===== config.mk =====
export PLATFORM = sky130hd
export DESIGN_NAME = rr_merge_4_1
export DESIGN_NICKNAME = d
export VERILOG_FILES = /design/src/rtl/rr_merge_pkg.sv /design/src/rtl/rr_arb_4.sv /design/src/rtl/rr_merge_4_1.sv
export SDC_FILE = /design/constraint.sdc
export NUM_CORES = 1
export LEC_CHECK = 0
export ABC_AREA = 1
export CELL_PAD_IN_SITES_DETAIL_PLACEMENT = 0
export CELL_PAD_IN_SITES_GLOBAL_PLACEMENT = 1
export CORE_ASPECT_RATIO = 0.8
export CORE_MARGIN = 2
export CORE_UTILIZATION = 24
export DETAILED_ROUTE_END_ITERATION = 7
export GPL_ROUTABILITY_DRIVEN = 0
export GPL_TIMING_DRIVEN = 0
export MAX_ROUTING_LAYER = met4
export PLACE_DENSITY = 0.85
export SLEW_MARGIN = 0
export SYNTH_ARGS = -nofsm -noshare
export SYNTH_HDL_FRONTEND = slang
export SYNTH_HIERARCHICAL = 1
export SYNTH_SLANG_ARGS = --single-unit
export TNS_END_PERCENT = 100

===== constraint.sdc =====
create_clock -name clk -period 2.1 [get_ports clk]
set_clock_uncertainty 0.1 [all_clocks]
set_input_delay 0.42 -clock clk [delete_from_list [all_inputs] [get_ports clk]]
set_output_delay 0.42 -clock clk [all_outputs]
set_load 0.01 [all_outputs]

===== src/rtl/rr_merge_pkg.sv =====
// Shared definitions for the 4:1 round-robin stream merge.
// Channel count, channel index type and a one-hot decode helper.
package rr_merge_pkg;

    localparam int N_CH = 4;

    typedef logic [1:0] ch_idx_t;

    function automatic logic [N_CH-1:0] idx_onehot(input ch_idx_t idx);
        logic [N_CH-1:0] oh;
        oh      = '0;
        oh[idx] = 1'b1;
        return oh;
    endfunction

endpackage


===== src/rtl/rr_arb_4.sv =====
// Combinational 4-way round-robin arbiter.
// Grants the first requester found searching upward from ptr, wrapping 3->0.
module rr_arb_4
    import rr_merge_pkg::*;
(
    input  logic [3:0] req,
    input  ch_idx_t    ptr,
    output logic       gnt_vld,
    output ch_idx_t    gnt_idx
);

    ch_idx_t cand;

    // Scan from the farthest offset down so the nearest requester to ptr wins.
    always_comb begin
        gnt_vld = 1'b0;
        gnt_idx = ptr;
        cand    = ptr;
        for (int k = N_CH - 1; k >= 0; k--) begin
            cand = ptr + ch_idx_t'(k);
            if (req[cand]) begin
                gnt_vld = 1'b1;
                gnt_idx = cand;
            end
        end
    end

endmodule


===== src/rtl/rr_merge_4_1.sv =====
// Merges four valid/ready streams into one registered output stream.
// Round-robin fairness; full throughput when the consumer is always ready.
module rr_merge_4_1
    import rr_merge_pkg::*;
#(
    parameter int WIDTH = 4
) (
    input  logic             clk,
    input  logic             rst_n,
    input  logic [3:0]       in_valid,
    input  logic [WIDTH-1:0] d0,
    input  logic [WIDTH-1:0] d1,
    input  logic [WIDTH-1:0] d2,
    input  logic [WIDTH-1:0] d3,
    output logic [3:0]       in_ready,
    output logic             out_valid,
    input  logic             out_ready,
    output logic [WIDTH-1:0] out_data,
    output logic [1:0]       out_sel
);

    ch_idx_t          ptr;
    ch_idx_t          gnt_idx;
    logic             gnt_vld;
    logic             can_accept;
    logic             in_xfer;
    logic [WIDTH-1:0] gnt_data;

    assign can_accept = !out_valid || out_ready;

    rr_arb_4 u_arb (
        .req     (in_valid),
        .ptr     (ptr),
        .gnt_vld (gnt_vld),
        .gnt_idx (gnt_idx)
    );

    // Gating with rst_n keeps every ready low while reset is held.
    assign in_xfer  = rst_n && gnt_vld && can_accept;
    assign in_ready = in_xfer ? idx_onehot(gnt_idx) : 4'b0000;

    assign gnt_data = (gnt_idx == 2'd0) ? d0 :
                      (gnt_idx == 2'd1) ? d1 :
                      (gnt_idx == 2'd2) ? d2 : d3;

    always_ff @(posedge clk) begin
        if (!rst_n) begin
            out_valid <= 1'b0;
            out_data  <= '0;
            out_sel   <= '0;
            ptr       <= '0;
        end else if (in_xfer) begin
            out_valid <= 1'b1;
            out_data  <= gnt_data;
            out_sel   <= gnt_idx;
            ptr       <= gnt_idx + 2'd1;
        end else if (out_ready) begin
            out_valid <= 1'b0;
        end
    end

endmodule


==> results.py, run 1 <==
metrics = {
    "outcome": {
        "run_status": "finished, violations left",
        "violations": "setup timing",
    },
    "synthesis": {
        "yosysSeqAreaShare": 0.218,
        "yosys_warnings": 6,
        "syn_inst": 154,
        "syn_avg_cell_area_um2": 5.37,
        "syn_area_um2": 827,
        "synth_nets": 181,
        "synth_cell_types": 19,
        "ys_seq_elements": 9,
    },
    "run": {
        "maxCapViolCount": 0,
    },
    "floorplanning": {
        "core_mm2": 0.00338,
        "dieArea_mm2": 0.00393,
        "die_h_um": 56.5,
        "start_util": 0.245,
        "ios": 34,
        "die_width_um": 69.6,
        "fp-row-count": 19,
    },
    "layout": {
        "layout.cells.non_filler": 247,
        "fin_util": 0.450,
        "regArea_um2": 183,
        "drive_above_1_share": 0.371,
        "n_antenna_cell": 0,
        "fillCellCount": 369,
        "multi_input_area_um2": 659,
        "nNetsFinal": 233,
        "syn_to_final_growth_pct": 83.8,
        "design_area_mm2": 0.00152,
    },
    "grt": {
        "overflow": 0,
        "grt_use_total": 0.131,
        "antenna_found_initial": 0,
        "grt_most_used_layer": "met2",
        "grt_first_pass_wirelength_um": 4060,
        "grt_max_degree": 10,
        "use_met2": 0.209,
        "grt_pass1_vias": 975,
        "gr-usage-met1": 0.168,
        "grt_use_met3": 0.0431,
    },
    "cts": {
        "path_clk_slew_ps": 50,
        "cts_tree": "built",
        "clock_insertion_delay_worst_skew_ps": 230,
        "cts.sink_count": 9,
        "clockRootBuffer": "clkbuf_8",
        "h-tree-depth": 1,
        "cts_buffers": 3,
        "clock_path_buffers": 2,
    },
    "pwr": {
        "power.total_uw": 2450,
        "ir_drop_v": 0.000806,
        "power.leakage_uw": 0.000796,
        "powerDensity_mw_per_mm2": 1610,
    },
    "setup_path": {
        "critPathRequiredTime_ps": 1580,
        "r2r-start": "ptr[0]",
        "reg2regPathDepth": 17,
        "reg2reg_slack_ps": -50,
        "cp_max_fo": 6,
        "crit_path_start_kind": "flip-flop",
        "cp.arrival_ps": 1920,
        "path_class": "reg2out",
        "end_kind": "output pin",
        "rr_endpoint": "out_data[1]",
    },
    "route": {
        "initialDrtViolationCount": 35,
        "ant_nets": 0,
        "totalWireLength_um": 2380,
        "wl_per_cell_um": 9.65,
        "viasPerCell": 4.24,
        "vias": 1047,
        "first_pass_iters": 4,
        "drc": 0,
    },
    "sta": {
        "setup_violations": 8,
        "hold_viol_final": 0,
        "finalWorstSetupSlack_ps": -337,
        "slew_viol_final": 0,
        "period_share": 1.16,
        "tightestPinTransition_ps": 255,
        "fin_crit_ps": 2440,
        "relSlewSlack": 0.830,
        "rsz0062_at_grt": "yes",
        "clock.fmax_ghz": 0.410,
    },
    "worst_hold_path": {
        "hp-class": "reg2reg",
        "hold_depth": 2,
        "min_from": "out_data[0]",
        "min_to": "out_data[0]",
    },
    "placement": {
        "portBuffers": 33,
        "placed_cells": 229,
        "dpl.hpwl_um": 1710,
        "post_dp_cell_area_mm2": 0.00122,
    },
}
-- critical path, cell delays in order, from the launching register on --
cell and delay (ps):
dfxtp_2 350, buf_6 140, inv_8 40, nand2_2 50, nand2_2 60, nand2_2 60, nand2_1 50, o21bai_4 160
a21boi_2 190, buf_4 170, ha_4 150, inv_4 40, nor2_2 80, buf_2 130
-- sequential cells by signal, summed over array words and instances, names as in the netlist --
signal,count
out_data,4
out_sel,2
out_valid,1
ptr,2
-- power by group --
| part | internal (uW) | switching, uW | total [uW] | leakage (uW) |
|---|---|---|---|---|
| Sequential | 243 | 42.6 | 285 | 0.0000749 |
| Clock | 130 | 70.6 | 200 | 0.0000255 |
| Combinational | 934 | 1030 | 1970 | 0.000695 |
| Total | 1310 | 1140 | 2450 | 0.000796 |
-- final cells by class --
class,count,share of cell area
clock buffers,3,0.0272
clock inverters,1,0.00329
plain buffers,2,0.0148
well taps,42,0.0346
repair buffers,47,0.275
inverters,33,0.0914
flip-flops and latches,9,0.120
multi-input cells,110,0.434
-- routing by layer --
metal / vias to the layer above / wire length, um
met5: - / 0
met4: 0 / 8
met3: 2 / 101
met2: 17 / 1090
met1: 472 / 1180
li1: 556 / -
-- cell families (layout without fill, tap and decap cells) --
| family | count (synthesis) | after routing | synth area share |
|---|---|---|---|
| DFF | 9 | 9 | 0.218 |
| and+or+nand+nor | 96 | 96 | 0.469 |
| buffers and inverters | 35 | 86 | 0.172 |
| AOI/OAI and AO/OA | 10 | 10 | 0.0802 |
| adders and majority gates | 4 | 4 | 0.0605 |
-- synthesized netlist by cell type --
master | n | area (um^2)
a21boi_1 | 1 | 7.51
a21oi_1 | 5 | 25.0
a21oi_4 | 1 | 16.3
buf_2 | 1 | 5.00
buf_6 | 1 | 11.3
dfxtp_1 | 9 | 180
ha_1 | 4 | 50.1
inv_1 | 28 | 105
inv_2 | 4 | 15.0
inv_4 | 1 | 6.26
nand2_1 | 74 | 278
nand2_2 | 1 | 6.26
nand2_4 | 1 | 11.3
nand3_1 | 9 | 45.0
nand3_2 | 1 | 10.0
nor2_1 | 10 | 37.5
o21ai_0 | 1 | 5.00
o21ai_1 | 1 | 5.00
o21bai_1 | 1 | 7.51
-- stage by stage --
stage          hold WS (ps)  TNS [ps]  setup WS, ps
3_3_place_gp            335     -6190         -1130
5_1_grt                 371     -2410          -443
4_1_cts                 350     -1340          -336
6_report                345     -1380          -337
2_1_floorplan           338         0          3.31
3_5_place_dp            334     -6200         -1130
-- cell usage in the layout, fill, tap and decap left out, types with 3 or more instances in the layout --
master,synthesis,layout
a21oi_2,0,4
buf_2,1,4
buf_4,0,12
buf_6,1,4
clkbuf_8,0,3
clkdlybuf4s50_1,0,25
dfxtp_1,9,7
dlygate4sd2_1,0,4
ha_4,0,4
inv_1,28,19
inv_2,4,10
inv_4,1,3
nand2_1,74,58
nand2_2,1,16
nand3_1,9,7
nor2_1,10,8
-- worst max path at each step --
stage / end / start / slack, ps / cells after the start
after floorplan: in_ready[0] / in_valid[1] / 3 / 15
after global placement: in_ready[2] / in_valid[1] / -1130 / 15
after detailed placement: in_ready[2] / in_valid[1] / -1130 / 15
after CTS: in_ready[0] / ptr[0] / -340 / 14
after global routing: in_ready[0] / ptr[0] / -440 / 14
final: in_ready[2] / ptr[0] / -340 / 13
-- repair_timing --
action                                  CTS  global route
pin swaps                                24            11
hold buffers                              0             0
endpoints found under the setup margin    8             8
gates resized for setup                  70             6
setup buffers                            13             1
cloned                                    1             0
No activity file was read; power rests on OpenSTA's default activity.
==> inputs of run 2 (changes only) <==
--- a/config.mk
+++ b/config.mk
@@ -16,7 +16,7 @@
 export GPL_TIMING_DRIVEN = 0
 export MAX_ROUTING_LAYER = met4
 export PLACE_DENSITY = 0.85
-export SLEW_MARGIN = 0
+export SLEW_MARGIN = 10
 export SYNTH_ARGS = -nofsm -noshare
 export SYNTH_HDL_FRONTEND = slang
 export SYNTH_HIERARCHICAL = 1
==> results of run 2 <==
No change in the layout: final DEF, timing and power equal those of run 1.
